===== src/rtl/conbus_pkg.sv =====
// Shared definitions for the Wishbone interconnect slave bridges:
// CSR bridge state encoding and Wishbone cycle-type identifiers.
package conbus_pkg;

    // CSR bridge FSM state encoding
    localparam logic [2:0] CSRBRG_IDLE = 3'd0;
    localparam logic [2:0] CSRBRG_WR   = 3'd1;
    localparam logic [2:0] CSRBRG_RD1  = 3'd2;
    localparam logic [2:0] CSRBRG_RD2  = 3'd3;
    localparam logic [2:0] CSRBRG_ACK  = 3'd4;

    // Wishbone cycle type identifiers
    localparam logic [2:0] CTI_CLASSIC = 3'b000;
    localparam logic [2:0] CTI_INCR    = 3'b010;
    localparam logic [2:0] CTI_END     = 3'b111;

    // True when the current beat announces that another incrementing beat follows
    function automatic logic cti_continues(input logic [2:0] cti);
        return cti == CTI_INCR;
    endfunction

endpackage


===== src/rtl/wb_csr_bridge.sv =====
// Wishbone classic slave to synchronous CSR bus bridge.
// Writes take 2 cycles to ack, reads 3 (CSR read data is registered).
// Optional feature macro: CSRBRG_BURST_EN -- incrementing read bursts go
// ACK -> RD1 directly with csr_a + 1, skipping IDLE.
module wb_csr_bridge
    import conbus_pkg::*;
#(
    parameter int unsigned CSR_AW = 14
) (
    input  logic              sys_clk,
    input  logic              sys_rst,

    input  logic [31:0]       wb_adr_i,
    input  logic [31:0]       wb_dat_i,
    output logic [31:0]       wb_dat_o,
    input  logic [2:0]        wb_cti_i,
    input  logic [3:0]        wb_sel_i,
    input  logic              wb_we_i,
    input  logic              wb_cyc_i,
    input  logic              wb_stb_i,
    output logic              wb_ack_o,

    output logic [CSR_AW-1:0] csr_a,
    output logic              csr_we,
    output logic [31:0]       csr_do,
    input  logic [31:0]       csr_di
);

    logic [2:0] state;
    logic [2:0] state_next;
    logic       access;
    logic       burst_more;

    // Byte lanes, cycle type (when bursts are off) and undecoded address bits are not used
    logic unused_bits;
    assign unused_bits = ^{wb_sel_i, wb_cti_i, wb_adr_i[31:CSR_AW+2], wb_adr_i[1:0]};

    assign access = wb_cyc_i & wb_stb_i;

`ifdef CSRBRG_BURST_EN
    // Another read beat of an incrementing burst is being requested
    assign burst_more = cti_continues(wb_cti_i) & ~wb_we_i & access;
`else
    assign burst_more = 1'b0;
`endif

    // Next-state decode; a dropped cyc abandons the access without ack
    always_comb begin
        state_next = state;
        case (state)
            CSRBRG_IDLE: if (access) state_next = wb_we_i ? CSRBRG_WR : CSRBRG_RD1;
            CSRBRG_WR:   state_next = wb_cyc_i ? CSRBRG_ACK : CSRBRG_IDLE;
            CSRBRG_RD1:  state_next = wb_cyc_i ? CSRBRG_RD2 : CSRBRG_IDLE;
            CSRBRG_RD2:  state_next = wb_cyc_i ? CSRBRG_ACK : CSRBRG_IDLE;
            CSRBRG_ACK:  state_next = burst_more ? CSRBRG_RD1 : CSRBRG_IDLE;
            default:     state_next = CSRBRG_IDLE;
        endcase
    end

    // State, datapath capture and registered strobes (strobes mirror the state being entered)
    always_ff @(posedge sys_clk or posedge sys_rst) begin
        if (sys_rst) begin
            state    <= CSRBRG_IDLE;
            wb_ack_o <= 1'b0;
            csr_we   <= 1'b0;
            csr_a    <= '0;
            csr_do   <= '0;
            wb_dat_o <= '0;
        end else begin
            state    <= state_next;
            wb_ack_o <= (state_next == CSRBRG_ACK);
            csr_we   <= (state_next == CSRBRG_WR);
            if ((state == CSRBRG_IDLE) && access) begin
                csr_a  <= wb_adr_i[CSR_AW+1:2];
                csr_do <= wb_dat_i;
            end
            if ((state == CSRBRG_ACK) && burst_more) begin
                csr_a <= csr_a + CSR_AW'(1);
            end
            if (state == CSRBRG_RD2) begin
                wb_dat_o <= csr_di;
            end
        end
    end

endmodule


===== config.mk =====
export PLATFORM = sky130hd
export DESIGN_NAME = wb_csr_bridge
export DESIGN_NICKNAME = d
export VERILOG_FILES = /design/src/rtl/conbus_pkg.sv /design/src/rtl/wb_csr_bridge.sv
export SDC_FILE = /design/constraint.sdc
export NUM_CORES = 1
export LEC_CHECK = 0
export BUFFER_PORTS_ARGS = -buffer_cell sky130_fd_sc_hd__buf_2
export CAP_MARGIN = 5
export CORE_MARGIN = 10
export CORE_UTILIZATION = 43
export DETAILED_ROUTE_END_ITERATION = 10
export PLACE_DENSITY_LB_ADDON = 0.08
export SYNTH_ARGS = -nofsm -noshare
export SYNTH_HDL_FRONTEND = slang
export SYNTH_SLANG_ARGS = --single-unit

===== constraint.sdc =====
create_clock -name sys_clk -period 3.2 [get_ports sys_clk]
set_clock_uncertainty 0.1 [all_clocks]
set_input_delay 0.32 -clock sys_clk [delete_from_list [all_inputs] [get_ports sys_clk]]
set_output_delay 0.32 -clock sys_clk [all_outputs]
set_load 0.05 [all_outputs]

==> out/qor.txt, run 1 <==
top_reg_cell synth: dfrtp_1
fin nets: 458
CP peak stage delay: 0.47 ns
Synth area leaders: dfrtp_1 65%, mux2_2 17%, mux2_4 14%
post-cts sizing count: 0
Final Hold Fails: 0
final-layout fill cell count: 617
Skew-Pair Late Insertion Delay: 0.33 ns
worst-margin pin slew: 1.01 ns
IO Pins: 188
register area: 2080 µm²
Final setup viols: 0
Clock Sink Count: 83
root buffer cell: clkbuf_8
unrepaired setup endpoints after global routing: no
DRC Markers: 0
synthesized area: 3200 µm²
Synth Register Bits: 83
share of cells above drive strength 1: 0.730
Syn Inst Count: 181
Reg2Reg Launch Point: state[0]
worst min-delay path category: in2async
Num CTS Buffers: 9
number of synthesized flops with an enable pin: 0
ant diodes: 0
post-cts hold buffer count: 0
reg2reg end: csr_a[10]
final slew viol count: 0
# H-tree levels: 3
Tmin final: 2.27 ns
Synth area leader: dfrtp_1
Max Root-Sink Buffers: 2
CP Class: reg2reg
post-synthesis sequential area ratio: 0.650
area occupied by multi-input gates: 1050 µm²
slowest CP cell: or3b_2
Post-DRT Antenna Nets: 0
final WL: 7810 µm
status: finished, final reports clean
Avg Cell Area, Syn: 17.7 µm²
drt via density: 4.58
global-route wire length before repair: 12100 µm
row count: 31
largest net degree at the start of global routing: 60
Syn Nets: 289
Netlist cell types: 13
Post-CTS Setup Bufs: 0
required time worst endpoint: 3.32 ns
nature of the critical path startpoint: register
IO buf count: 162
R2R Setup Slk: 0.93 ns
commonest cells in the synthesized netlist: 83 x dfrtp_1, 49 x mux2_2, 29 x mux2_4
Rel. slew slack: 0.324
die area: 11300 µm²
period utilisation layout: 0.711
warning count from the yosys run: 0
Via Count: 2079
crit path max fanout: 47
drt first-iter violations: 47
Max Cap Viol: 0
routability cong.: 0.741
CTS tree: built
DP HPWL: 5890 µm
Leak Pwr: 2.25 nW
fmax: 0.440 GHz
Worst Setup End Kind: register
Reg clk slew, reported paths: 0.08 ns
post-synth top area share: 0.650
gr usage total: 0.136
Arr. time, crit path: 2.40 ns
dpl cell area: 4100 µm²
asr flop ratio synth: 1.00
Syn-to-layout area delta: 34.9%
PwrDens: 952 nW/µm²
total gr overflow: 0
die span in y: 106 µm
Core ar.: 7250 µm²
most numerous cell in the Yosys netlist: dfrtp_1
critical path, cell by cell: or3b_1 > or3b_2 > buf_4 > mux2_4
Initial Util: 0.441
Pre-antenna DRT Iters: 4
Die Span X: 106 µm
Design Area, Final: 4310 µm²
Worst VDD drop: 403 µV
initial antenna violation count: 0
routed length per instance: 17.2 µm
Reg2Reg Depth: 4
setup TNS: 0 ns
vias in the first global route: 2264
## cell usage in the layout, fill, tap and decap left out
| master | Yosys | routed |
|---|---|---|
| clkinvlp_4 | 0 | 2 |
| bufinv_16 | 0 | 2 |
| or3b_1 | 2 | 1 |
| nor2_1 | 3 | 3 |
| buf_4 | 0 | 4 |
| inv_1 | 2 | 1 |
| clkinv_2 | 0 | 1 |
| dfrtp_1 | 83 | 83 |
| mux2_2 | 49 | 49 |
| and3b_1 | 2 | 2 |
| buf_2 | 1 | 162 |
| mux2_4 | 29 | 29 |
| clkbuf_1 | 2 | 3 |
| nand3b_1 | 1 | 1 |
| clkbuf_8 | 0 | 9 |
| or3b_2 | 0 | 1 |
| a21oi_1 | 2 | 2 |
## worst max path at each step
stage	start	endpoint	slack, ns	depth (start not counted)
after floorplan	sys_rst	csr_a[0]	0.64	1
after global placement	wb_cyc_i	csr_a[13]	0.94	5
after detailed placement	wb_cyc_i	csr_a[10]	0.94	5
after CTS	state[0]	csr_do[6]	0.92	4
after global routing	state[0]	csr_a[13]	0.86	4
final	state[0]	csr_a[10]	0.93	4
## cell type report
cell class,count,share of cell area
sequential,83,0.482
multi-input combinational,88,0.244
timing repair buffer,166,0.195
clock buffer,12,0.0313
tap,99,0.0287
clock inverter,4,0.0174
inverter,2,0.00203
## report_power, final
part	switching (mW)	total [mW]	internal, mW
clock network	0.351	0.791	0.441
logic	1.33	1.84	0.510
registers	0.133	1.47	1.34
total	1.81	4.11	2.29
## per-layer routing
metal,vias to the layer above,global-route usage,share of wire
met5,-,0,0
met4,0,0.0551,0.012
met3,9,0.0682,0.11
met2,88,0.220,0.50
met1,1009,0.149,0.38
li1,973,-,-
## logic make-up (layout without fill, tap and decap cells)
logic type,count (synthesis),count (layout),synth area share
flops,83,83,0.650
mux,78,78,0.309
compound gates,2,2,0.00313
buf+inv,10,184,0.0215
simple gates,8,8,0.0168
## worst max-delay path: cells and delay by family, from the launching register on
kind	cells	cell delay [ns]
flip-flops	1	0.40
AND/OR/NAND/NOR	2	0.89
multiplexers	1	0.39
buffers and inverters	1	0.36
## flip-flops by register name, summed over array words and instances, names as in the netlist
name	count
csr_do	32
wb_ack_o	1
wb_dat_o	32
csr_a	14
state	3
csr_we	1
## stage by stage
stage                     total power [mW]  std cells  hold WS (ns)  setup slack (ns)  utilization
final                                 4.11        454        0.0926             0.926        0.594
after global routing                  4.29        454        0.0872             0.860        0.594
after CTS                             4.17        454        0.0869             0.919        0.594
after detailed placement              3.36        438         0.387             0.938        0.565
after global placement                3.33        438         0.381             0.941        0.565
after floorplan                       2.90        181         0.349             0.643            -
Note: power is estimated with default switching activity, not from simulation.
==> inputs of run 2 (changes only) <==
==> constraint.sdc (replaced) <==
create_clock -name sys_clk -period 2.1 [get_ports sys_clk]
set_clock_uncertainty 0.1 [all_clocks]
set_input_delay 0.21 -clock sys_clk [delete_from_list [all_inputs] [get_ports sys_clk]]
set_output_delay 0.21 -clock sys_clk [all_outputs]
set_load 0.05 [all_outputs]
==> run 2 against run 1 <==
Via count is 15% higher; hold slack lost 0.077 ns; critical path depth stayed put; sequential power up 53%; final cell count grew 18%; global-route usage increased by 1.7 points; setup slack lost 0.79 ns; first-iteration DRC count rose by 4.3%; flip-flop and latch count stayed put; power is 58% higher; non-clock buffer count increased by 80; largest cell class unchanged; highest routed layer unchanged.
==> out/qor.txt, run 2 (synthesis gave the netlist of run 1 again) <==
status: finished, final reports clean
Post-CTS Setup Bufs: 0 (unchanged)
routability cong.: 0.721 (-2.7%)
Worst Setup End Kind: register
IO Pins: 188 (unchanged)
final slew viol count: 0 (unchanged)
initial antenna violation count: 1 (+1)
routed length per instance: 16.2 µm (-5.7%)
Clock Sink Count: 83 (unchanged)
Tmin final: 1.96 ns (-0.309 ns)
IO buf count: 162 (unchanged)
Final setup viols: 0 (unchanged)
biggest regs: csr_do x32, wb_dat_o x32, csr_a x14
Num CTS Buffers: 9 (unchanged)
Setup WS pre-CTS: 0.0421 ns (-0.896 ns)
share of cells above drive strength 1: 0.607 (-0.123)
R2R Setup Slk: 0.14 ns (-0.79 ns)
clock power share: 0.197 (+0.004)
Pre-antenna DRT Iters: 3 (-1)
global-route wire length before repair: 14000 µm (+16%)
DRC Markers: 0 (unchanged)
gr usage total: 0.153 (+0.0174)
CTS tree: built
drt via density: 4.48 (-2.1%)
worst-margin pin slew: 0.533 ns (-0.480 ns)
Rel. slew slack: 0.644 (+0.320)
DP HPWL: 5880 µm (-0.23%)
Max Root-Sink Buffers: 2 (unchanged)
most common cell after layout, fill and taps aside: buf_2
Final Hold Fails: 0 (unchanged)
worst min-delay path category: in2reg
CP Class: reg2reg
CP peak stage delay: 0.45 ns (-0.02 ns)
period utilisation layout: 0.936 (+0.225)
Syn-to-layout area delta: 61.6%
PwrDens: 1250 nW/µm² (+31%)
Arr. time, crit path: 2.09 ns (-0.31 ns)
Core Util, Final: 0.712 (+0.118)
switching share of power: 0.434 (-0.00787)
Leak Pwr: 2.62 nW (+16%)
required time worst endpoint: 2.22 ns (-1.10 ns)
die span in y: 106 µm (unchanged)
final WL: 8680 µm (+11%)
largest net degree at the start of global routing: 39 (-35%)
fmax: 0.509 GHz (+16%)
vias in the first global route: 2671 (+18%)
combinational power share: 0.456 (+0.008)
Initial Util: 0.441 (unchanged)
Max Cap Viol: 0 (unchanged)
Sw Pwr: 2.81 mW (+55%)
unrepaired setup endpoints after global routing: no
drt first-iter violations: 49 (+4.3%)
critical path, cell by cell: or3b_1 > or3b_4 > buf_12 > mux2_4
worst setup margin: 0.135 ns (-0.791 ns)
part of the power in registers: 0.347 (-0.012)
fin nets: 538 (+17%)
commonest non-fill, non-tap cells in the layout: 162 x buf_2, 83 x dfrtp_1, 77 x dlygate4sd3_1
Reg clk slew, reported paths: 0.08 ns (about the same)
die area: 11300 µm² (unchanged)
# H-tree levels: 3 (unchanged)
Skew-Pair Late Insertion Delay: 0.33 ns (about the same)
total gr overflow: 0 (unchanged)
Die Span X: 106 µm (unchanged)
Core ar.: 7250 µm² (unchanged)
slowest CP cell: or3b_4
Via Count: 2399 (+15%)
Worst VDD drop: 901 µV (+120%)
Internal Power: 3.66 mW (+60%)
nature of the critical path startpoint: register
root buffer cell: clkbuf_8
row count: 31 (unchanged)
setup TNS: 0 ns (unchanged)
crit path max fanout: 31 (-34%)
Post-DRT Antenna Nets: 0 (unchanged)
run 2: cell count changes in the layout (fill, tap and decap cells not counted), sizes merged:
cell,change
diode,+1
dlygate4sd3,+77
buf,+3
run 2: critical path: cells and delay by family, from the launching register on:
family | cells | cell delay [ns]
AND/OR/NAND/NOR | 2 | 0.85
buffers and inverters | 1 | 0.19
flip-flops | 1 | 0.38
multiplexers | 1 | 0.31
run 2: final timing paths:
| check | end | start | cells after the start |
|---|---|---|---|
| max | csr_a[9] | state[0] | 4 |
| min | csr_a[11] | wb_adr_i[13] | 2 |
| max reg2reg | csr_a[9] | state[0] | 4 |
| min reg2reg | wb_dat_o[14] | wb_dat_o[14] | 1 |
| max in group asynchronous | csr_a[4] | sys_rst | 4 |
| min in group asynchronous | csr_do[5] | sys_rst | 3 |
run 2: final cells by class:
type | count | area (µm²)
sequential | 83 | 2080
multi-input combinational | 88 | 1050
timing repair buffer | 246 | 1670
clock buffer | 12 | 155
tap | 99 | 124
fill | 507 | 2090
inverter | 2 | 11.3
antenna | 1 | 2.50
clock inverter | 4 | 72.6
run 2: power groups by stage:
stage	sequential (mW)	clock (mW)	combinational, mW
after detailed placement	2.27	0	2.86
after global placement	2.25	0	2.84
final	2.25	1.27	2.95
after global routing	2.31	1.39	3.07
after CTS	2.25	1.31	2.97
after floorplan	3.87	0	0.552
run 2: timing repair:
action / CTS / global route
endpoints found under the setup margin: 0 / 21
hold endpoints to repair: 95 / 3
hold buffers: 74 / 3
resized for setup: 0 / 1
run 2: layer usage:
layer / vias to the layer above / wire length [µm] / track usage
met2: 96 / 4120 / 0.249
li1: 1129 / - / -
met5: - / 0 / 0
met3: 10 / 830 / 0.0610
met1: 1164 / 3610 / 0.179
met4: 0 / 115 / 0.0571
run 2: through the flow:
step | power, mW | cells | cell area, µm² | hold WS, ns
5_1_grt | 6.77 | 535 | 5170 | 0.000505
6_report | 6.47 | 535 | 5170 | 0.0155
3_5_place_dp | 5.13 | 441 | 4160 | 0.195
3_3_place_gp | 5.09 | 441 | 4160 | 0.185
2_1_floorplan | 4.42 | 181 | 3200 | 0.239
4_1_cts | 6.53 | 531 | 5130 | 0.000262
==> inputs of run 3 (changes only) <==
--- a/config.mk
+++ b/config.mk
@@ -5,12 +5,13 @@
 export SDC_FILE = /design/constraint.sdc
 export NUM_CORES = 1
 export LEC_CHECK = 0
-export BUFFER_PORTS_ARGS = -buffer_cell sky130_fd_sc_hd__buf_2
 export CAP_MARGIN = 5
 export CORE_MARGIN = 10
-export CORE_UTILIZATION = 43
+export CORE_UTILIZATION = 50
 export DETAILED_ROUTE_END_ITERATION = 10
+export DONT_BUFFER_PORTS = 1
 export PLACE_DENSITY_LB_ADDON = 0.08
+export REMOVE_ABC_BUFFERS = 1
 export SYNTH_ARGS = -nofsm -noshare
 export SYNTH_HDL_FRONTEND = slang
 export SYNTH_SLANG_ARGS = --single-unit
==> constraint.sdc (replaced) <==
create_clock -name sys_clk -period 1.6 [get_ports sys_clk]
set_clock_uncertainty 0.1 [all_clocks]
set_input_delay 0.16 -clock sys_clk [delete_from_list [all_inputs] [get_ports sys_clk]]
set_output_delay 0.16 -clock sys_clk [all_outputs]
set_load 0.05 [all_outputs]
==> run 3 against run 2 <==
Non-clock buffer count decreased by 74; sequential power increased by 35%; the flow now finishes with violations (setup timing); critical path depth unchanged; via count decreased by 9.9%; setup slack got worse by 0.51 ns; clock power increased by 15%; register-to-register slack got worse by 0.51 ns; flip-flop and latch count unchanged; largest cell class unchanged; combinational power increased by 42%; design area decreased by 2.8%; clock-buffer cell count decreased by 1; first-iteration DRC count unchanged; largest power group unchanged.
==> out/qor.txt, run 3 (synthesis gave the netlist of run 1 again) <==
Via Count: 2162 (-9.9%)
die span in y: 100 µm (-5.9%)
biggest regs: csr_do x32, wb_dat_o x32, csr_a x14
CTS tree: built
largest net degree at the start of global routing: 84 (+120%)
fin nets: 464 (-14%)
worst min-delay path category: in2reg
IO buf count: 0 (-100%)
Worst Setup End Kind: register
final-layout fill cell count: 346 (-32%)
Num CTS Buffers: 9 (unchanged)
status: finished with violations
unrepaired setup endpoints after global routing: yes
required time worst endpoint: 1.72 ns (-0.50 ns)
failing checks: setup timing
# H-tree levels: 3 (unchanged)
root buffer cell: clkbuf_8
Worst VDD drop: 1400 µV (+56%)
Reg clk slew, reported paths: 0.08 ns (about the same)
Core ar.: 6280 µm² (-13%)
global-route wire length before repair: 14200 µm (+1.6%)
Die Span X: 100 µm (-5.9%)
Pre-antenna DRT Iters: 4 (+1)
Max Root-Sink Buffers: 2 (unchanged)
Syn-to-layout area delta: 57.1%
Leak Pwr: 2.41 nW (-7.8%)
share of cells above drive strength 1: 0.512 (-0.0944)
nature of the critical path startpoint: register
routability cong.: 0.829 (+15%)
Final Hold Fails: 0 (unchanged)
initial antenna violation count: 0 (-1)
period utilisation layout: 1.24 (+0.300)
fmax: 0.506 GHz (-0.60%)
drt via density: 4.94 (+10%)
worst-margin pin slew: 0.486 ns (-0.0462 ns)
drt first-iter violations: 49 (unchanged)
die area: 9990 µm² (-11%)
routed length per instance: 20.9 µm (+29%)
worst setup margin: -0.377 ns (-0.512 ns)
Initial Util: 0.509 (+0.0685)
DRC Markers: 0 (unchanged)
gr usage total: 0.182 (+0.0282)
Post-DRT Antenna Nets: 0 (unchanged)
Rel. slew slack: 0.676 (+0.0318)
Setup WS pre-CTS: -0.451 ns (-0.493 ns)
DP HPWL: 6040 µm (+2.7%)
dpl cell area: 3910 µm² (-6.1%)
final slew viol count: 0 (unchanged)
row count: 29 (-6.5%)
ant diodes: 0 (-1)
final WL: 9180 µm (+5.8%)
IO Pins: 188 (unchanged)
vias in the first global route: 2544 (-4.8%)
Max Cap Viol: 0 (unchanged)
setup TNS: -16.55 ns (-16.55 ns)
Clock Sink Count: 83 (unchanged)
PwrDens: 1730 nW/µm² (+38%)
Tmin final: 1.98 ns (+0.0119 ns)
Arr. time, crit path: 2.10 ns (about the same)
commonest non-fill, non-tap cells in the layout: 84 x buf_4, 83 x dfrtp_1, 82 x dlygate4sd3_1
total gr overflow: 0 (unchanged)
crit path max fanout: 23 (-26%)
Final setup viols: 47 (+47)
worst hold margin: 0.148 ns (+0.132 ns)
CP Class: reg2reg
most common cell after layout, fill and taps aside: buf_4
Design Area, Final: 5020 µm² (-2.8%)
Skew-Pair Late Insertion Delay: 0.34 ns (about the same)
[run 3: final timing paths]
check	start	end	slack (ns)	cells after the start
min in group asynchronous	sys_rst	csr_do[28]	0.28	3
min	wb_cyc_i	state[0]	0.15	4
min reg2reg	wb_dat_o[24]	wb_dat_o[24]	0.41	1
max	state[0]	csr_do[21]	-0.38	4
max in group asynchronous	sys_rst	csr_do[0]	0.80	3
max reg2reg	state[0]	csr_do[21]	-0.38	4
[run 3: final cells by class]
| class | count | area [µm²] | area share |
|---|---|---|---|
| well taps | 77 | 96.3 | 0.0192 |
| inverters | 2 | 8.76 | 0.00174 |
| multi-input cells | 88 | 1050 | 0.210 |
| flip-flops and latches | 83 | 2080 | 0.414 |
| clock buffers | 11 | 141 | 0.0282 |
| repair buffers | 172 | 1590 | 0.317 |
| clock inverters | 5 | 52.6 | 0.0105 |
[run 3: stage by stage]
step / power (mW) / std cells / utilization
floorplan: 5.80 / 173 / -
global placement: 6.95 / 335 / 0.623
detailed placement: 7.05 / 335 / 0.623
CTS: 8.72 / 435 / 0.794
global route: 9.04 / 438 / 0.800
finish: 8.69 / 438 / 0.800
[run 3: timing repair]
item	CTS	global route
cloned	2	1
setup endpoints to repair	47	47
hold buffers	82	0
buffers inserted	0	2
pin swaps	1	0
hold endpoints to repair	166	0
resized for setup	3	0
[run 3: metal layers]
metal	up-vias	wire length, µm	global-route usage
met5	-	0	0
met3	13	857	0.0783
met1	1073	3270	0.183
li1	978	-	-
met2	98	4900	0.326
met4	0	150	0.0639
[run 3: worst max-delay path, stage by stage (launching register included)]
cell     delay, ns
dfrtp_1       0.38
or3b_1        0.39
or3b_4        0.48
buf_16        0.21
mux2_2        0.30
[run 3: report_power, final]
group	leakage, nW	internal (mW)	total, mW	switching, mW
Sequential	0.981	2.68	3.03	0.342
Combinational	1.33	1.48	4.20	2.72
Clock	0.0991	0.757	1.46	0.705
